### src/rtl/layer_round_formatter_if.sv
// Activation stream from the round formatter to the next-layer buffer.
interface layer_round_formatter_if #(
   parameter int OUT_WIDTH = 8,
   parameter int LANES     = 8
);
   logic                     out_valid_o;
   logic                     out_ready_i;
   logic [OUT_WIDTH-1:0]     out_data_o;
   logic [$clog2(LANES)-1:0] out_lane_o;

   modport master (
      output out_valid_o,
      output out_data_o,
      output out_lane_o,
      input  out_ready_i
   );

   modport slave (
      input  out_valid_o,
      input  out_data_o,
      input  out_lane_o,
      output out_ready_i
   );
endinterface

### src/rtl/layer_round_formatter.sv
// Requantizes one row of PE accumulators into activations, one lane per cycle.
// Build option: ROUND_RELU_EN enables the ReLU clip driven by relu_i.
module layer_round_formatter #(
   parameter int ACC_WIDTH   = 20,
   parameter int OUT_WIDTH   = 8,
   parameter int LANES       = 8,
   parameter int SHIFT_WIDTH = 5
) (
   input  logic                         clk,
   input  logic                         rst,
   input  logic                         start_i,
   input  logic [LANES*ACC_WIDTH-1:0]   acc_data_i,
   input  logic [SHIFT_WIDTH-1:0]       shift_i,
   input  logic                         relu_i,
   output logic                         busy_o,
   output logic                         done_o,
   output logic [$clog2(LANES+1)-1:0]   sat_cnt_o,
   layer_round_formatter_if.master      act
);
   localparam int AW = ACC_WIDTH;
   localparam int TW = ACC_WIDTH + 1;
   localparam int OW = OUT_WIDTH;
   localparam int SW = SHIFT_WIDTH;
   localparam int LW = $clog2(LANES);
   localparam int CW = $clog2(LANES + 1);

   localparam logic signed [TW-1:0] MAXV = TW'((2 ** (OW - 1)) - 1);
   localparam logic signed [TW-1:0] MINV = ~MAXV;

   typedef enum logic [1:0] {IDLE, RUN, DONE} state_t;

   state_t               state;
   logic [LANES*AW-1:0]  acc_q;
   logic [SW-1:0]        shift_q;
   logic [CW-1:0]        icnt;

`ifdef ROUND_RELU_EN
   logic                 relu_q;
`else
   logic                 unused_relu;
   assign unused_relu = relu_i;
`endif

   logic                 advance;
   logic                 fire;
   logic                 issuing;
   logic                 last;

   assign advance = !act.out_valid_o || act.out_ready_i;
   assign fire    = act.out_valid_o && act.out_ready_i;
   assign issuing = (icnt != CW'(LANES));
   assign last    = (act.out_lane_o == LW'(LANES - 1));

   // Stage A: lane select, shift clamp, round-half-up shift
   logic signed [AW-1:0] acc_sel;
   logic [SW-1:0]        s;
   logic [TW-1:0]        rnd;
   logic signed [TW-1:0] t;

   always_comb begin
      acc_sel = acc_q[icnt[LW-1:0]*AW +: AW];
      s = (shift_q > SW'(AW - 1)) ? SW'(AW - 1) : shift_q;
      rnd = '0;
      if (s != '0)
         rnd = TW'(1) << (s - 1'b1);
      t = ($signed({acc_sel[AW-1], acc_sel}) + $signed(rnd)) >>> s;
   end

   // Stage B: saturate, optional ReLU
   logic          pos_clip;
   logic          neg_clip;
   logic          sat_hit;
   logic [OW-1:0] y;

   always_comb begin
      pos_clip = (t > MAXV);
      neg_clip = (t < MINV);
      y = t[OW-1:0];
      if (pos_clip)
         y = MAXV[OW-1:0];
      else if (neg_clip)
         y = MINV[OW-1:0];
`ifdef ROUND_RELU_EN
      // a negative clip that ReLU zeroes is not reported as saturation
      if (relu_q && y[OW-1])
         y = '0;
      sat_hit = pos_clip || (neg_clip && !relu_q);
`else
      sat_hit = pos_clip || neg_clip;
`endif
   end

   always_ff @(posedge clk) begin
      if (rst) begin
         state           <= IDLE;
         busy_o          <= 1'b0;
         done_o          <= 1'b0;
         sat_cnt_o       <= '0;
         icnt            <= '0;
         acc_q           <= '0;
         shift_q         <= '0;
`ifdef ROUND_RELU_EN
         relu_q          <= 1'b0;
`endif
         act.out_valid_o <= 1'b0;
         act.out_data_o  <= '0;
         act.out_lane_o  <= '0;
      end else begin
         done_o <= 1'b0;
         unique case (state)
            IDLE: begin
               if (start_i) begin
                  acc_q     <= acc_data_i;
                  shift_q   <= shift_i;
`ifdef ROUND_RELU_EN
                  relu_q    <= relu_i;
`endif
                  icnt      <= '0;
                  sat_cnt_o <= '0;
                  busy_o    <= 1'b1;
                  state     <= RUN;
               end
            end
            RUN: begin
               if (advance) begin
                  if (issuing) begin
                     act.out_data_o  <= y;
                     act.out_lane_o  <= icnt[LW-1:0];
                     act.out_valid_o <= 1'b1;
                     icnt            <= icnt + 1'b1;
                     if (sat_hit)
                        sat_cnt_o <= sat_cnt_o + 1'b1;
                  end else begin
                     act.out_valid_o <= 1'b0;
                  end
               end
               if (fire && last) begin
                  done_o <= 1'b1;
                  state  <= DONE;
               end
            end
            DONE: begin
               busy_o <= 1'b0;
               state  <= IDLE;
            end
            default: state <= IDLE;
         endcase
      end
   end
endmodule

### src/flat_wrapper.sv
// flat-port wrapper written by rule: the top's interface ports become plain ports
module layer_round_formatter_flat 
#(
   parameter int ACC_WIDTH   = 20,
   parameter int OUT_WIDTH   = 8,
   parameter int LANES       = 8,
   parameter int SHIFT_WIDTH = 5
)
  (clk, rst, start_i, acc_data_i, shift_i, relu_i, busy_o, done_o, sat_cnt_o, act_out_valid_o, act_out_data_o, act_out_lane_o, act_out_ready_i);
  layer_round_formatter_if #(.OUT_WIDTH(OUT_WIDTH), .LANES(LANES)) act_i ();
  input  logic clk;
  input  logic rst;
  input  logic start_i;
  input  logic [LANES*ACC_WIDTH-1:0] acc_data_i;
  input  logic [SHIFT_WIDTH-1:0] shift_i;
  input  logic relu_i;
  output logic busy_o;
  output logic done_o;
  output logic [$clog2(LANES+1)-1:0] sat_cnt_o;
  output wire logic [$bits(act_i.out_valid_o)-1:0] act_out_valid_o;
  output wire logic [$bits(act_i.out_data_o)-1:0] act_out_data_o;
  output wire logic [$bits(act_i.out_lane_o)-1:0] act_out_lane_o;
  input wire logic [$bits(act_i.out_ready_i)-1:0] act_out_ready_i;
  assign act_out_valid_o = act_i.out_valid_o;
  assign act_out_data_o = act_i.out_data_o;
  assign act_out_lane_o = act_i.out_lane_o;
  assign act_i.out_ready_i = act_out_ready_i;
  layer_round_formatter #(.ACC_WIDTH(ACC_WIDTH), .OUT_WIDTH(OUT_WIDTH), .LANES(LANES), .SHIFT_WIDTH(SHIFT_WIDTH)) u_core (.clk(clk), .rst(rst), .start_i(start_i), .acc_data_i(acc_data_i), .shift_i(shift_i), .relu_i(relu_i), .busy_o(busy_o), .done_o(done_o), .sat_cnt_o(sat_cnt_o), .act(act_i));
endmodule
### config.mk
export PLATFORM = sky130hd
export DESIGN_NAME = layer_round_formatter_flat
export DESIGN_NICKNAME = d
export VERILOG_FILES = /design/src/rtl/layer_round_formatter_if.sv /design/src/rtl/layer_round_formatter.sv /design/src/flat_wrapper.sv
export SDC_FILE = /design/constraint.sdc
export NUM_CORES = 1
export LEC_CHECK = 0
export BUFFER_PORTS_ARGS = -buffer_cell sky130_fd_sc_hd__clkbuf_2
export CORE_MARGIN = 2
export CORE_UTILIZATION = 50
export DETAILED_ROUTE_END_ITERATION = 12
export HOLD_SLACK_MARGIN = 0.08
export PLACE_DENSITY = 0.84
export SYNTH_ARGS = -nofsm -noshare
export SYNTH_HDL_FRONTEND = slang
export SYNTH_SLANG_ARGS = --single-unit
### constraint.sdc
create_clock -name clk -period 5.86 [get_ports clk]
set_input_delay 0.879 -clock clk [delete_from_list [all_inputs] [get_ports clk]]
set_output_delay 0.879 -clock clk [all_outputs]
set_load 0.02 [all_outputs]
== Yosys cells after proc, flatten, opt, wreduce, memory -nomap -nowiden ==
Index checks and enable logic that the tools add are counted.
Storage, ports and cells
  input port bits: 170
  bits in registers: 189
  logic and storage cells: 67
Operators by class
  equality and inequality tests: 9
  shift operators: 3
  bitwise operators: 1
  muxes and demuxes: 19
  $mul: 1
  order comparisons: 3
  add/subtract/negate cells: 4
  reduce and logical (&&, ||, !) cells: 17
Operators with widths (count)
  $shiftx 160x9->20: 1
  $mux 4: 6
  $add 20x21->21: 1
  $gt 21x8->1 const B: 1
  $lt 21x8->1 const B: 1
  $mux 21: 1
  $shl 1x5->21 const A: 1
  $sshr 21x5->21: 1
  $mux 8: 2
  $pmux 4 s2: 2
  $add 4x1->4 const B: 2
  $ne 2x1->1 const B: 4
  $reduce_and 2->1: 4
  $mul 3x3->6 const B: 1
  $gt 5x5->1 const B: 1
  $mux 5: 1
  $reduce_and 5->1: 1
  $reduce_bool 5->1: 1
  $sub 5x1->5 const B: 1
  $mux 2: 2
  $ne 4x4->1 const B: 1
  $pmux 2 s2: 1
  $reduce_and 4->1: 1
  $reduce_bool 2->1: 2
  13 further kinds: 17

== Logic depth before layout (Yosys ltp) ==
  word-level depth: 13
  mapped depth: 20
  gate-level depth less buffers: 18

== Least setup slack after synthesis ==
No wires, ideal clock.
  path type: reg2reg
  start point: reg u_core.icnt[0]
  end point: reg u_core.act.out_data_o[4]
  period minus slack after synthesis: 5.149 ns
  library setup time: 0.132 ns
  arrival time: 5.018 ns
  cell stages (with the launch flop): 20
  data required time: 5.728 ns
  path slack: 0.711 ns
  cells stage by stage: dfxtp_1 buf_2 buf_1 mux4_2 mux2_2 ha_1 inv_1 fa_1 nand2b_1 a21oi_1 o21a_4 a311oi_4 mux2i_1 a2111oi_4 nand2_1 o22a_1 o31a_1 nor4_4 o21a_2 o32ai_1
Between the ends
  cells in the longest elaborated chain, start to end: 7
  elaborated cells between the ends (all ways): 10
RTL lines
  from (decl): RTL line layer_round_formatter.sv:35  | logic [CW-1:0] icnt;
  from (signal assigned): RTL line layer_round_formatter.sv:130  | icnt <= icnt + 1'b1;
  $mul 3x3->6: RTL line layer_round_formatter.sv:61  | acc_sel = acc_q[icnt[LW-1:0]*AW +: AW];
  $shiftx 160x9->20: RTL line layer_round_formatter.sv:61
  $add 20x21->21: RTL line layer_round_formatter.sv:66  | t = ($signed({acc_sel[AW-1], acc_sel}) + $signed(rnd)) >>> s;
  $sshr 21x5->21: RTL line layer_round_formatter.sv:66
  $lt 21x8->1: RTL line layer_round_formatter.sv:77  | neg_clip = (t < MINV);
  $mux 8: RTL line layer_round_formatter.sv:81  | else if (neg_clip)
  $mux 8: RTL line layer_round_formatter.sv:79  | if (pos_clip)
  to (signal assigned): RTL line layer_round_formatter.sv:127  | act.out_data_o <= y;
  to (decl): RTL line layer_round_formatter_if.sv:13  | output out_data_o,
Parallel ways exist; a longest one is shown, timed or not.
A chain may end at the register's enable or synchronous reset.

== Final worst setup path ==
  start point: reg u_core.icnt[0]
  end point: reg u_core.sat_cnt_o[1]
Between the ends
  cells in the longest elaborated chain, start to end: 8
  elaborated cells between the ends (all ways): 11
RTL lines
  $mul 3x3->6: RTL line layer_round_formatter.sv:61
  $shiftx 160x9->20: RTL line layer_round_formatter.sv:61
  $add 20x21->21: RTL line layer_round_formatter.sv:66
  $sshr 21x5->21: RTL line layer_round_formatter.sv:66
  $gt 21x8->1 / $lt 21x8->1 (equally long branches): RTL line layer_round_formatter.sv:76, layer_round_formatter.sv:77
  $logic_or 1x1->1: RTL line layer_round_formatter.sv:89  | sat_hit = pos_clip || neg_clip;
  $ne 2x1->1 (no source line)
  $reduce_and 5->1 (no source line) *
  to (signal assigned): RTL line layer_round_formatter.sv:132  | sat_cnt_o <= sat_cnt_o + 1'b1;
  to (decl): RTL line layer_round_formatter.sv:17  | output logic [$clog2(LANES+1)-1:0] sat_cnt_o,
Mark *: on every way between the ends. The rest lies on a longest branch, timed or not.

==> summary.md <==
| Metric | Value |
|---|---|
| Outcome | `finished, final reports clean` |
| Antenna Nets Post-Route | `0` |
| Synth Area in Simple Gates | `0.223` |
| Final setup vio count | `0` |
| Post-synthesis mux area share | `0.129` |
| Core Area | `21,200 µm²` |
| Port Buffers | `186` |
| Chip Width | `about 150 µm` |
| R2R Path Start | `u_core.icnt[0]$_SDFFE_PP0P_` |
| Vias/cell | `between 5 and 6` |
| I/O pin count | `188` |
| Hold_buf cts | `0` |
| Crit path DAT | `about 6 ns` |
| P&R area growth vs syn | `18.6%` |
| First-pass GRT wire length | `52.7 mm` |
| Max-cap violations | `0` |
| Die extent in y | `approximately 150 µm` |
| CP startpoint | `u_core.icnt[0]$_SDFFE_PP0P_` |
| Post-Route WL | `33.8 mm` |
| Number of flops mapped to enable cells by yosys | `0` |
| Xor-xnor portion of the synthesized cell area | `0.0144` |
| Slowest-stage cell, CP | `mux4_2` |
| Clk buf depth | `2` |
| Synth Area in Adders | `0.0283` |
| Setup Fix Bufs, Post-CTS | `0` |
| Period utilization | `0.935` |
| Largest net degree at the start of global routing | `174` |
| Final Hold Vio Count | `0` |
| Setup TNS | `0 ns` |
| F_max | `roughly 180 MHz` |
| Crit Path Category | `reg2reg` |
| Die ar. | `approximately 23,000 µm²` |
| Vias in the first global route | `10,200` |
| Post-layout util | `0.609` |
| Initial antenna violation count | `0` |
| Main combinational cell family by area after synthesis | `simple AND/OR/NAND/NOR gates` |
| Setup crit start kind | `flip-flop` |
| Met3 Track Usage GR | `0.0518` |
| Fin crit period | `between 5 and 6 ns` |
| Worst setup EP type | `flip-flop` |
| Clock latency on the worst-skew pair | `0.45 ns` |
| Most frequent CP cell | `a211oi_1` |
| Max-slew violations | `0` |
| Global-route usage over all layers | `0.297` |
| Syn Nets | `between 1,500 and 2,000` |
| Relative slew slack | `0.277` |
| Total number of vias | `11,000` |
| Slew @ Worst Pin | `1.08 ns` |
| ANT cells | `0` |
| Crit-path max cell delay | `between 0.6 and 0.7 ns` |
| DR iter-0 viols | `approximately 900` |
| # clock sinks | `between 150 and 200` |
| Seq/Total Area, Yosys | `0.348` |
| End of the critical path | `u_core.sat_cnt_o[1]$_SDFFE_PP0P_` |
| Synth unique cells | `83` |
| GRT busiest layer | `met2` |
| Synth Flop Type | `dfxtp_1` |
| Clock slew at the register clock pins of the worst setup and hold paths | `about 0.08 ns` |
| PD cells | `around 260 nW/µm²` |
| RePlAce Congestion | `approximately 1.0` |
| Post-layout nets | `~1,700` |
| HPWL Detailed | `around 25 mm` |
| CTS tree | `done` |
| Worst vdd ir | `0.190 mV` |
| Synth Area per Inst | `between 7 and 8 µm²` |
| Compound-Gate Fraction of Synth Area | `0.214` |
| Synth Cell Area | `about 11,000 µm²` |
| Level count of the clock H-tree | `4` |
| M1 GR Usage | `0.389` |
| Met2 Use GR | `0.481` |
| Worst Skew | `about 0.019 ns` |
| Share of cells above drive strength 1 | `0.241` |
| Rows | `53` |
| Post-CTS resize count | `0` |
| DRC | `0` |
| GRT overflow | `0` |
| Reg2Reg Setup Slack | `approximately 0.38 ns` |
| Clk root buf | `clkbuf_16` |
| Initial core utilization | `0.513` |
| Critical path fanouts, max | `44` |
| DR WL/cell | `18.5 µm` |
| R2R cell count | `17` |
| Synth async-reset ratio | `0` |
| Reg-to-reg endpoint | `u_core.sat_cnt_o[1]$_SDFFE_PP0P_` |
| Min-delay worst type | `reg2reg` |
| Ys Warns | `0` |
| Static leakage | `0.00537 µW` |
| Crit path cell chain | `buf_12 -> mux4_2 -> mux2_2 -> ha_1 -> a21oi_2 -> o21ai_0 -> a211oi_1 -> o211ai_1 -> a211oi_1 -> o211ai_1 -> a211oi_1 -> o22ai_1 -> o311ai_2 -> buf_4 -> and2_1 -> a211o_2 -> mux2i_1` |
| Drt first pass iters | `6` |
| Synthesized flop and latch total | `between 150 and 200` |
| CTS Buf Count | `17` |
| Worst Path Required | `6.22 ns` |
| Synth Instances | `1,377` |
| RSZ-0062 raised after global routing | `false` |
## layout make-up
class | instances | area [µm²]
clock buffer | 19 | 433
clock inverter | 13 | 179
fill | 1842 | 8310
inverter | 17 | 63.8
multi-input combinational | 1070 | 6640
sequential | 189 | 3790
tap | 275 | 344
timing repair buffer | 250 | 1470
## how the worst min path moves through the flow
stage | startpoint | to | slack [ns] | depth (start not counted)
after floorplan | u_core.acc_q[117]$_SDFFE_PP0P_ | u_core.acc_q[117]$_SDFFE_PP0P_ | 0.43 | 2
after global placement | u_core.acc_q[4]$_SDFFE_PP0P_ | u_core.acc_q[4]$_SDFFE_PP0P_ | 0.44 | 2
after detailed placement | u_core.acc_q[120]$_SDFFE_PP0P_ | u_core.acc_q[120]$_SDFFE_PP0P_ | 0.44 | 2
after CTS | u_core.acc_q[120]$_SDFFE_PP0P_ | u_core.acc_q[120]$_SDFFE_PP0P_ | 0.46 | 2
after global routing | u_core.acc_q[149]$_SDFFE_PP0P_ | u_core.acc_q[149]$_SDFFE_PP0P_ | 0.47 | 2
final | u_core.acc_q[93]$_SDFFE_PP0P_ | u_core.acc_q[93]$_SDFFE_PP0P_ | 0.45 | 2
## cells in the mapped netlist, drive strengths merged, types with 7 or more instances
library cell | instances | area (µm²)
a211o | 9 | 80.1
a211oi | 16 | 125
a21o | 7 | 52.6
a21oi | 218 | 1110
buf | 23 | 114
clkbuf | 78 | 293
dfxtp | 189 | 3780
ha | 23 | 288
inv | 15 | 56.3
mux2 | 19 | 214
mux2i | 20 | 200
mux4 | 44 | 991
nand2 | 418 | 1570
nand2b | 11 | 68.8
nand3 | 11 | 55.1
nand4 | 8 | 50.1
nor2 | 74 | 278
nor3 | 21 | 105
nor4 | 7 | 73.8
o211a | 7 | 70.1
o211ai | 17 | 133
o21ai | 27 | 139
or3 | 7 | 43.8
xnor2 | 9 | 78.8
xor2 | 8 | 77.6
## metrics by stage
| step | setup WS [ns] | hold slack [ns] | total power, µW | area [µm²] | cells |
|---|---|---|---|---|---|
| after CTS | 0.433 | 0.456 | 3330 | 12900 | 1833 |
| after global placement | 0.482 | 0.438 | 2120 | 12300 | 1801 |
| final | 0.380 | 0.452 | 3330 | 12900 | 1833 |
| after detailed placement | 0.437 | 0.445 | 2140 | 12300 | 1801 |
| after floorplan | 0.711 | 0.433 | 1890 | 10900 | 1377 |
| after global routing | 0.0322 | 0.473 | 3450 | 12900 | 1833 |
## registers in the layout, summed over array words and instances, names as in the netlist
register and flops:
u_core.icnt 4, u_core.act.out_data_o 8, u_core.act.out_lane_o 3, u_core.busy_o 1, u_core.sat_cnt_o 4, u_core.act.out_valid_o 1
u_core.done_o 1, u_core.state 2, u_core.acc_q 160, u_core.shift_q 5
## logic make-up (layout without fill, tap and decap cells)
family / after synthesis / count (layout)
buf+inv: 118 / 299
other cells: 1 / 1
mux: 83 / 83
fa+ha+maj: 24 / 24
compound gates: 361 / 361
simple gates: 584 / 584
flops: 189 / 189
xor+xnor: 17 / 17
## layer usage
layer / wire [µm] / vias up / part of all wire
li1: - / 5191 / -
met1: 14200 / 5143 / 0.42
met2: 15500 / 527 / 0.46
met4: 1410 / 0 / 0.042
met5: 0 / - / 0
met3: 2720 / 94 / 0.080
## where the power goes
group / switching [µW] / total [µW] / internal [µW]
sequential: 47.7 / 1410 / 1360
clock: 583 / 1200 / 616
combinational: 423 / 716 / 292
## cells in the final DEF (no fill, tap or decap), types with 15 or more instances in the layout
master / netlist / routed
a211oi_1: 15 / 15
a21oi_1: 212 / 212
buf_4: 1 / 60
clkbuf_16: 0 / 17
clkbuf_2: 0 / 185
dfxtp_1: 189 / 187
ha_1: 23 / 23
inv_1: 15 / 15
mux2_2: 19 / 19
mux2i_1: 20 / 20
mux4_2: 44 / 44
nand2_1: 417 / 417
nor2_1: 74 / 74
nor3_1: 21 / 21
o211ai_1: 16 / 16
o21ai_0: 25 / 25
## worst max-delay path, delay by kind of cell (launching register included)
kind / cells / cell delay (ns)
simple gates: 1 / 0.15
fa+ha+maj: 1 / 0.44
buf+inv: 2 / 0.48
compound gates: 10 / 2.81
flops: 1 / 0.36
mux: 3 / 1.09
No activity file was read; power rests on OpenSTA's default activity.
